[config.mk]
export PLATFORM = sky130hd
export DESIGN_NAME = sigmoid_alu_neuron_accumulator
export DESIGN_NICKNAME = d
export VERILOG_FILES = /design/src/rtl/sigmoid_alu_neuron_accumulator.sv
export SDC_FILE = /design/constraint.sdc
export NUM_CORES = 1
export LEC_CHECK = 0
export ABC_AREA = 1
export BUFFER_PORTS_ARGS = -buffer_cell sky130_fd_sc_hd__buf_2
export CAP_MARGIN = 20
export CORE_AREA = 2 2 91 128
export CTS_CLUSTER_DIAMETER = 50
export DETAILED_ROUTE_END_ITERATION = 10
export DIE_AREA = 0 0 93 130
export GPL_TIMING_DRIVEN = 1
export SLEW_MARGIN = 10
export SYNTH_ARGS = -nofsm -noshare
export SYNTH_HDL_FRONTEND = slang
export SYNTH_SLANG_ARGS = --single-unit
[constraint.sdc]
create_clock -name clk -period 2.57 [get_ports clk]
set_clock_uncertainty 0.05 [all_clocks]
set_input_delay 0.257 -clock clk [delete_from_list [all_inputs] [get_ports clk]]
set_output_delay 0.257 -clock clk [all_outputs]
set_load 0.01 [all_outputs]
[src/rtl/sigmoid_alu_neuron_accumulator.sv]
`default_nettype none
// ============================================================================
// Module   : sigmoid_alu_neuron_accumulator
// Purpose  : Saturating signed MAC over N_INPUTS weight/activation beats per
//            neuron; hands accum + latched bias to the sigmoid calculator.
// Revision : 1.0 - initial release
// ============================================================================
module sigmoid_alu_neuron_accumulator #(
  parameter int N_INPUTS = 16,
  parameter int ACC_W    = 14,
  parameter int W_W      = 4,
  parameter int A_W      = 4
) (
  input  logic             clk,
  input  logic             n_rst,
  input  logic             start,
  input  logic [W_W-1:0]   bias_in,
  input  logic             in_valid,
  output logic             in_ready,
  input  logic [W_W-1:0]   weight,
  input  logic [A_W-1:0]   activation,
  output logic             out_valid,
  input  logic             out_ready,
  output logic [ACC_W-1:0] accum,
  output logic [W_W-1:0]   bias,
  output logic             busy
);

  localparam int CNT_W = $clog2(N_INPUTS + 1);
  localparam int P_W   = W_W + A_W;

  localparam logic [CNT_W-1:0] LAST_CNT = CNT_W'(N_INPUTS - 1);
  localparam logic [ACC_W-1:0] ACC_MAX  = {1'b0, {(ACC_W-1){1'b1}}};
  localparam logic [ACC_W-1:0] ACC_MIN  = {1'b1, {(ACC_W-1){1'b0}}};

  typedef enum logic [1:0] {
    IDLE  = 2'd0,
    ACCUM = 2'd1,
    DONE  = 2'd2
  } state_t;

  state_t           state_q;
  logic [ACC_W-1:0] accum_q;
  logic [W_W-1:0]   bias_q;
  logic [CNT_W-1:0] count_q;
  logic             in_ready_q;
  logic             out_valid_q;
  logic             busy_q;

  logic [P_W-1:0]   wgt_ext;
  logic [P_W-1:0]   act_ext;
  logic [P_W-1:0]   prod;
  logic [ACC_W:0]   sum_d;
  logic [ACC_W-1:0] accum_d;
  logic             beat;

  // Low P_W bits of an unsigned product of sign/zero-extended operands equal the signed product.
  assign wgt_ext = {{A_W{weight[W_W-1]}}, weight};
  assign act_ext = {{W_W{1'b0}}, activation};
  assign prod    = wgt_ext * act_ext;

  assign sum_d = {accum_q[ACC_W-1], accum_q}
               + {{(ACC_W+1-P_W){prod[P_W-1]}}, prod};

  always_comb begin
    accum_d = sum_d[ACC_W-1:0];
    if (sum_d[ACC_W] != sum_d[ACC_W-1]) begin
      accum_d = sum_d[ACC_W] ? ACC_MIN : ACC_MAX;
    end
  end

  assign beat = in_valid & in_ready_q;

  always_ff @(posedge clk or negedge n_rst) begin
    if (!n_rst) begin
      state_q     <= IDLE;
      accum_q     <= '0;
      bias_q      <= '0;
      count_q     <= '0;
      in_ready_q  <= 1'b0;
      out_valid_q <= 1'b0;
      busy_q      <= 1'b0;
    end else begin
      case (state_q)
        IDLE: begin
          if (start) begin
            state_q    <= ACCUM;
            accum_q    <= '0;
            count_q    <= '0;
            bias_q     <= bias_in;
            in_ready_q <= 1'b1;
            busy_q     <= 1'b1;
          end
        end
        ACCUM: begin
          if (beat) begin
            accum_q <= accum_d;
            count_q <= count_q + 1'b1;
            if (count_q == LAST_CNT) begin
              state_q     <= DONE;
              in_ready_q  <= 1'b0;
              out_valid_q <= 1'b1;
            end
          end
        end
        DONE: begin
          if (out_ready) begin
            state_q     <= IDLE;
            out_valid_q <= 1'b0;
            busy_q      <= 1'b0;
          end
        end
        default: begin
          state_q     <= IDLE;
          in_ready_q  <= 1'b0;
          out_valid_q <= 1'b0;
          busy_q      <= 1'b0;
        end
      endcase
    end
  end

  assign in_ready  = in_ready_q;
  assign out_valid = out_valid_q;
  assign busy      = busy_q;
  assign accum     = accum_q;
  assign bias      = bias_q;

endmodule
`default_nettype wire

* After elaboration in Yosys (flattened, before gate mapping)
Index checks and enable logic that the tools add are counted.
Storage, ports and cells: latch bits 0, RAM bits 0, output and inout port bits 21, bits of input ports 17, bits in read-only memories 0, flip-flop bits (word level) 28, memories 0, word-level logic and storage cells 52
Cells by class: divide/modulo/power cells 0, $lt $le $gt $ge 0, shift-type cells 0, equality and inequality tests 8, muxes and demuxes 22, $add $sub $neg 2, $mul 1, reduce and logical (&&, ||, !) cells 8, bitwise logic cells 4
Operator list (count):
- 14-bit 2-to-1 mux | 4
- 14-bit case mux with 2 select lines | 1
- 14-bit by 8-bit adder with 15-bit output | 1
- 4-bit AND reduction | 3
- 5-bit 2-to-1 mux | 2
- 5-bit case mux with 2 select lines | 1
- 1-bit case mux with 3 select lines | 3
- 4-bit by 5-bit multiplier with 8-bit output | 1
- 2-bit 2-to-1 mux | 4
- 2-bit != test (second input constant) | 4
- 1-bit 2-to-1 mux | 6
- 2-bit case mux with 3 select lines | 1
- 3-bit AND reduction | 2
- 5-bit by 1-bit adder with 5-bit output (second input constant) | 1
- 5-bit by 4-bit equality test with 1-bit output (second input constant) | 1
- 1-bit NOT | 3
- 2-bit by 1-bit equality test with 1-bit output (second input constant) | 1
- 2-bit equality test (second input constant) | 1
- 2-bit zero test | 1
- 2-bit AND reduction | 1
- 2-bit nonzero test | 1
- 1-bit AND | 1
- 1-bit != test | 1

* Logic depth before layout (Yosys ltp)
Gate-level depths: netlist (run 1).
word-level depth 6, gate-level depth with buffers 27, gate-level depth less buffers 26

* Least setup slack after synthesis (run 1)
OpenSTA, ideal clock, no wires.
path kind input -> register, start point input port weight[3], end point register accum_q[10] (netlist: accum[10]), data required time 2.404 ns, cell stages on the path 24, library setup time 0.116 ns, arrival time 4.828 ns, slack -2.424 ns, cells stage by stage inv_1 > or2_2 > fa_1 > fa_1 > fa_1 > inv_1 > ha_1 > fa_1 > nand2_1 > nand2_1 > a21oi_1 > xor2_1 > ha_1 > a21oi_1 > nand2_1 > a21oi_2 > nand2_1 > nand2_1 > nand2_2 > nand2_4 > buf_6 > nand3_2 > nand2_1 > nand2_1
Between the ends: word-level cells in the longest chain between the ends 6, elaborated cells between the ends (all ways) 7
RTL lines:
- start, declared | RTL line 20 | input logic [W_W-1:0] weight,
- 4-bit by 5-bit multiplier with 8-bit output (*) | RTL line 60 | assign prod = wgt_ext * act_ext;
- 14-bit by 8-bit adder with 15-bit output (*) | RTL line 63 | + {{(ACC_W+1-P_W){prod[P_W-1]}}, prod};
- 14-bit 2-to-1 mux or 1-bit != test (tied branches) | RTL line 68, 67
- 14-bit 2-to-1 mux (*) | RTL line 67 | if (sum_d[ACC_W] != sum_d[ACC_W-1]) begin
- 14-bit 2-to-1 mux (*) | RTL line 96 | if (beat) begin
- 14-bit case mux with 2 select lines (*) | RTL line 84 | case (state_q)
- end signal, assigned | RTL line 97 | accum_q <= accum_d;
- end, declared | RTL line 43 | logic [ACC_W-1:0] accum_q;
Mark *: on every way between the ends. The rest lies on a longest branch, timed or not. The select of a mux whose other input is x is not followed. A chain may end at the register's enable or synchronous reset.

* Final worst setup path (run 1)
start point input port activation[0], end point register accum_q[1] (netlist: accum[1])
Between the ends: word-level cells in the longest chain between the ends 6, elaborated cells between the ends (all ways) 7
RTL lines:
- start, declared | RTL line 21 | input logic [A_W-1:0] activation,
- 4-bit by 5-bit multiplier with 8-bit output (*) | RTL line 60
- 14-bit by 8-bit adder with 15-bit output (*) | RTL line 63
- 14-bit 2-to-1 mux or 1-bit != test (tied branches) | RTL line 68, 67
- 14-bit 2-to-1 mux (*) | RTL line 67
- 14-bit 2-to-1 mux (*) | RTL line 96
- 14-bit case mux with 2 select lines (*) | RTL line 84
Marked as above.

==> impl_metrics.env, run 1 <==
export IMPL_drt_pass1_iterations=4
export IMPL_ir_worst_vdd_mv=0.503
export IMPL_p_leak_nw=2.11
export IMPL_ys_flop_type="dfrtp_1"
export IMPL_clkSinkCount=28
export IMPL_numCtsBuffers=3
export IMPL_grtUsageMet2_pct=24.3
export IMPL_hold_ws_ns=-0.0263
export IMPL_rows=46
export IMPL_clk_path_buf_depth=2
export IMPL_fmax_mhz=220
export IMPL_synth_cell_type_count=29
export IMPL_drt_iter0_drc=94
export IMPL_synth_seq_cells=28
export IMPL_setup_ws_ns=-1.97
export IMPL_end_kind="register"
export IMPL_dieArea_sq_mm=0.0121
export IMPL_drive_gt1_share_pct=36.0
export IMPL_antenna_found_initial=0
export IMPL_ant_nets=0
export IMPL_drv_slew=0
export IMPL_syn_avg_cell_area_sq_um=7.35
export IMPL_root_buffer="clkbuf_16"
export IMPL_grt_pass1_wl_um=12300
export IMPL_core_sq_mm=0.0111
export IMPL_met3_usage_pct=0.808
export IMPL_synth_area_sq_mm=0.00268
export IMPL_fp_dieH_um=130
export IMPL_synth_top_area_share_pct=26.1
export IMPL_overflow=0
export IMPL_rrSetupSlack_ns=0.37
export IMPL_cts_tree="yes"
export IMPL_place_hpwl_um=5620
export IMPL_top_usage_layer="met2"
export IMPL_status="complete, but fails checks"
export IMPL_start_util_pct=24.3
export IMPL_hold_viol_final=28
export IMPL_tightestPinTransition_ns=0.663
export IMPL_maxSlewHeadroom_pct=55.8
export IMPL_yosys_warnings=0
export IMPL_synth_area_leader_cell="dfrtp_1"
export IMPL_use_met1_pct=14.1
export IMPL_wl_um=7100
export IMPL_violations="hold timing, setup timing"
export IMPL_cp_required_ns=2.73
export IMPL_setup_violations=14
export IMPL_power_mw=5.13
export IMPL_grt_max_degree=29
export IMPL_via_per_inst=4.34
export IMPL_grt_usage_pct=12.4
export IMPL_synthTopCellsByArea="dfrtp_1, nand2_1, ha_1, inv_1, nand3_2"
export IMPL_io_buffer_count=37
export IMPL_clock_latency_ns=0.26
export IMPL_crit_type="input port to register"
export IMPL_insertedDiodeCount=0
export IMPL_worstSetupStartpointType="input port"
export IMPL_synth_enable_flop_cells=0
export IMPL_rsz0062_at_grt="true"
export IMPL_syn2layout_area_growth_pct=41.8
export IMPL_synth_nets=420
export IMPL_crit_arrival_ns=4.70
export IMPL_io_pins=38
export IMPL_yosysSeqAreaShare_pct=26.1
export IMPL_die_w_um=93
export IMPL_fin_crit_sh_pct=177
export IMPL_path_clk_slew_ns=0.07
export IMPL_drc_errors=0
export IMPL_pre_cts_ws_ns=-2.38
export IMPL_hp_class="input port to asynchronous set/reset pin"
export IMPL_first_global_vias=2800
export IMPL_syn_inst=365
export IMPL_synth_common_cells="nand2_1, inv_1, ha_1, dfrtp_1, nor2_1"
export IMPL_fin_nets=515
export IMPL_crit_fanout=8
export IMPL_vias=2613
export IMPL_gp_congestion=0.853
export IMPL_final_min_clock_period_ns=4.54
export IMPL_maxCapViolCount=0
export IMPL_p_per_area_mw_per_mm2=1350
export IMPL_htreeDepth=1
export IMPL_synthArstFlopShare_pct=100
export IMPL_avgRoutedWirePerCell_um=11.8
export IMPL_synth_most_common_cell="nand2_1"
final timing paths:
check,cells after the start,to,start
setup / recovery,27,accum[1]$_DFFE_PN0P_,activation[0]
hold / removal,1,state_q[1]$_DFFE_PN0P_,n_rst
setup reg to reg,14,accum[12]$_DFFE_PN0P_,accum[0]$_DFFE_PN0P_
hold reg to reg,2,bias[2]$_DFFE_PN0P_,bias[2]$_DFFE_PN0P_
max in group asynchronous,1,accum[6]$_DFFE_PN0P_,n_rst
min in group clk,3,bias[0]$_DFFE_PN0P_,bias_in[0]
timing repair:
item	4_1_cts	5_1_grt
buffers inserted	7	1
pin swaps	19	6
endpoints found under the setup margin	14	14
hold buffers	0	0
gates resized for setup	27	2
cloned	1	0
per-stage QoR:
| stage | util (%) | setup TNS (ns) | hold slack (ns) | std cells | area [sq um] |
|---|---|---|---|---|---|
| floorplan | - | -29.81 | -0.0886 | 365 | 2810 |
| global placement | 31.9 | -31.56 | 0.285 | 590 | 3520 |
| detailed placement | 31.9 | -32.57 | 0.288 | 590 | 3520 |
| CTS | 34.3 | -26.98 | 0.000798 | 601 | 3790 |
| global route | 34.4 | -29.78 | 0.0268 | 602 | 3800 |
| finish | 34.4 | -27.23 | -0.0263 | 602 | 3800 |
critical path, cell delays in order:
cell and delay, ns:
buf_6 0.09, or2_4 0.24, fa_1 0.49, fa_1 0.42, fa_1 0.49, inv_1 0.04, ha_2 0.19, fa_2 0.35
nand2_2 0.08, nand2_2 0.06, a21oi_4 0.20, xor2_4 0.18, buf_12 0.17, ha_4 0.24, nand2_4 0.08, inv_2 0.04
nand2_1 0.05, nand2_1 0.07, a21oi_2 0.21, buf_4 0.16, nand3_2 0.07, nand2_2 0.11, nand2_4 0.08, buf_12 0.15
nand3_1 0.09, nand2_1 0.05, nand2_1 0.05
sequential cells by signal, summed over array words and instances, names as in the netlist:
signal,cells
in_ready,1
out_valid,1
busy,1
state_q,2
count_q,5
bias,4
accum,14
placed cells by master (no fill, tap or decap), drive strengths merged:
| cell type | Yosys | routed |
|---|---|---|
| nand2 | 142 | 142 |
| a21boi | 2 | 2 |
| o31ai | 2 | 2 |
| a21oi | 14 | 14 |
| fa | 6 | 6 |
| o21ai | 7 | 7 |
| buf | 3 | 95 |
| nor2 | 21 | 21 |
| or2 | 2 | 2 |
| ha | 32 | 32 |
| inv | 52 | 52 |
| nand3 | 27 | 27 |
| nand3b | 1 | 1 |
| xor2 | 6 | 6 |
| o21bai | 2 | 2 |
| nor3 | 2 | 2 |
| dfrtp | 28 | 28 |
| xnor2 | 8 | 8 |
| clkbuf | 2 | 3 |
| a22o | 1 | 1 |
| a211oi | 1 | 1 |
| nand4 | 4 | 4 |
where the power goes:
group | internal [mW] | total (mW) | switching [mW]
combinational | 1.86 | 3.92 | 2.07
sequential | 0.647 | 0.842 | 0.195
clock | 0.207 | 0.358 | 0.151
total | 2.71 | 5.13 | 2.41
final cells by class:
type                       instances  area (sq um)
sequential                        28           701
clock buffer                       3          75.1
inverter                          52           195
fill                            1170          7250
tap                              144           180
multi-input combinational        280          1970
timing repair buffer              95           682
logic make-up after synthesis:
family	share of synthesized area (%)
and+or+nand+nor	34.0
DFF	26.1
AOI/OAI and AO/OA	7.05
buffers and inverters	8.82
xor gates and xnor gates	4.57
adders and majority gates	19.4
metal layers:
metal | routed length [um] | vias to the layer above
met5 | 0 | -
met4 | 145 | 0
met3 | 207 | 12
met2 | 3820 | 52
met1 | 2920 | 1211
li1 | - | 1338
Power figures use the tool's default switching activity.
==> run 2, diff against run 1 <==
Settings changed: GPL_ROUTABILITY_DRIVEN set to 0, RECOVER_POWER set to 100.
Clock period 2.57 ns to 3.65 ns, I/O delays scaled along.
==> impl_metrics.env, run 2 (synthesized netlist as in run 1, its figures left out) <==
export IMPL_violations="capacitance limit, slew limit, setup timing"
export IMPL_via_per_inst=4.27
export IMPL_numCtsBuffers=3
export IMPL_final_common_cell="nand2_1"
export IMPL_wl_um=7020
export IMPL_final_cell_mix="nand2_1, buf_4, inv_1"
export IMPL_crit_path_top_delay_cell="fa_1"
export IMPL_htreeDepth=1
export IMPL_cp_top_family="adder cells"
export IMPL_nFillCells=1173
export IMPL_cp_required_ns=3.76
export IMPL_first_global_vias=2713
export IMPL_start_util_pct=24.3
export IMPL_io_buffer_count=37
export IMPL_drt_pass1_iterations=4
export IMPL_ff2ff_path_depth=12
export IMPL_fin_nets=515
export IMPL_final_min_clock_period_ns=4.61
export IMPL_clk_path_buf_depth=2
export IMPL_ant_nets=0
export IMPL_hp_class="input port to register"
export IMPL_setup_violations=14
export IMPL_clock_latency_ns=0.26
export IMPL_crit_arrival_ns=4.72
export IMPL_dp_cells=588
export IMPL_core_sq_mm=0.0111
export IMPL_io_pins=38
export IMPL_path_clk_slew_ns=0.07
export IMPL_finalNonFillerCells=603
export IMPL_ir_worst_vdd_mv=0.348
export IMPL_rows=46
export IMPL_maxCapViolCount=1
export IMPL_p_leak_nw=2.05
export IMPL_critical_path_depth=27
export IMPL_largest_register_ffs=14
export IMPL_dieArea_sq_mm=0.0121
export IMPL_grt_pass1_wl_um=12000
export IMPL_maxSlewHeadroom_pct=-8.79
export IMPL_die_w_um=93
export IMPL_syn2layout_area_growth_pct=41.6
export IMPL_vias=2574
export IMPL_crit_buf_inv=5
export IMPL_p_per_area_mw_per_mm2=955
export IMPL_cp_common_cell="nand2_2"
export IMPL_avgRoutedWirePerCell_um=11.6
export IMPL_cts_tree="yes"
export IMPL_fin_crit_sh_pct=126
export IMPL_crit_fanout=8
export IMPL_tightestPinTransition_ns=1.63
export IMPL_pre_cts_ws_ns=-1.38
export IMPL_hold_depth=3
export IMPL_drv_slew=29
export IMPL_drive_gt1_share_pct=31.4
export IMPL_end_kind="register"
export IMPL_grt_usage_pct=12.2
export IMPL_fmax_mhz=217
export IMPL_grt_max_degree=29
export IMPL_place_hpwl_um=5550
export IMPL_power_mw=3.63
export IMPL_drt_iter0_drc=82
export IMPL_worstSetupStartpointType="input port"
export IMPL_status="complete, but fails checks"
export IMPL_cpPeakStageDelay_ns=0.50
export IMPL_hold_viol_final=0
export IMPL_setup_ws_ns=-0.960
export IMPL_rsz0062_at_grt="true"
export IMPL_insertedDiodeCount=0
export IMPL_antenna_found_initial=0
export IMPL_root_buffer="clkbuf_16"
export IMPL_crit_type="input port to register"
export IMPL_fp_dieH_um=130
export IMPL_drc_errors=0
export IMPL_clkSinkCount=28
export IMPL_overflow=0
[run 2: cell count changes in the layout (fill, tap and decap cells not counted), sizes merged]
cell    delta
clkbuf    +23
buf       -22
[run 2: final timing paths]
path | startpoint | end | slack [ns]
worst max-delay path | activation[0] | accum[10]$_DFFE_PN0P_ | -0.96
worst min-delay path | bias_in[1] | bias[1]$_DFFE_PN0P_ | 0.24
worst max register to register | accum[4]$_DFFE_PN0P_ | accum[10]$_DFFE_PN0P_ | 1.45
worst min register to register | bias[0]$_DFFE_PN0P_ | bias[0]$_DFFE_PN0P_ | 0.43
max in group asynchronous | n_rst | accum[1]$_DFFE_PN0P_ | 2.15
min in group asynchronous | n_rst | bias[2]$_DFFE_PN0P_ | 0.46
[run 2: report_power, final]
part	internal, mW	switching [mW]	leakage [nW]
Combinational	1.30	1.46	1.67
Clock	0.168	0.108	0.0442
Sequential	0.456	0.138	0.343
Total	1.92	1.70	2.05
[run 2: metrics by stage]
step | util (%) | area, sq um | hold slack [ns] | TNS, ns
floorplan | - | 2810 | 0.0194 | -16.20
global placement | 31.7 | 3510 | 0.393 | -17.95
detailed placement | 31.7 | 3510 | 0.401 | -18.58
CTS | 34.3 | 3790 | 0.111 | -12.88
global route | 34.4 | 3800 | 0.252 | -15.46
finish | 34.4 | 3800 | 0.245 | -13.08
[run 2: cell type report]
class	count	area [sq um]	area share, %
inverters	52	195	5.14
clock buffers	4	88.8	2.34
repair buffers	95	662	17.4
multi-input cells	280	1970	51.9
flip-flops and latches	28	701	18.5
well taps	144	180	4.74
[run 2: metal layers]
layer,share of wire [%],wire [um],track usage (%),vias to the layer above
met3,2.7,190,1.27,4
li1,-,-,-,1336
met2,55,3860,24.5,39
met5,0,0,0,-
met1,41,2880,13.1,1195
met4,1.3,92,3.81,0
[run 2: tightest hold or removal path, cell delays in order]
cell,delay [ns]
buf_2,0.08
nand2_1,0.04
nand2_1,0.04
[run 2: repair_timing]
item | CTS | global route
cloned | 1 | 0
hold buffers | 0 | 0
hold endpoints to repair | 0 | 0
endpoints found under the setup margin | 14 | 14
resized for setup | 24 | 9
setup buffers | 9 | 2
pin swaps | 9 | 4
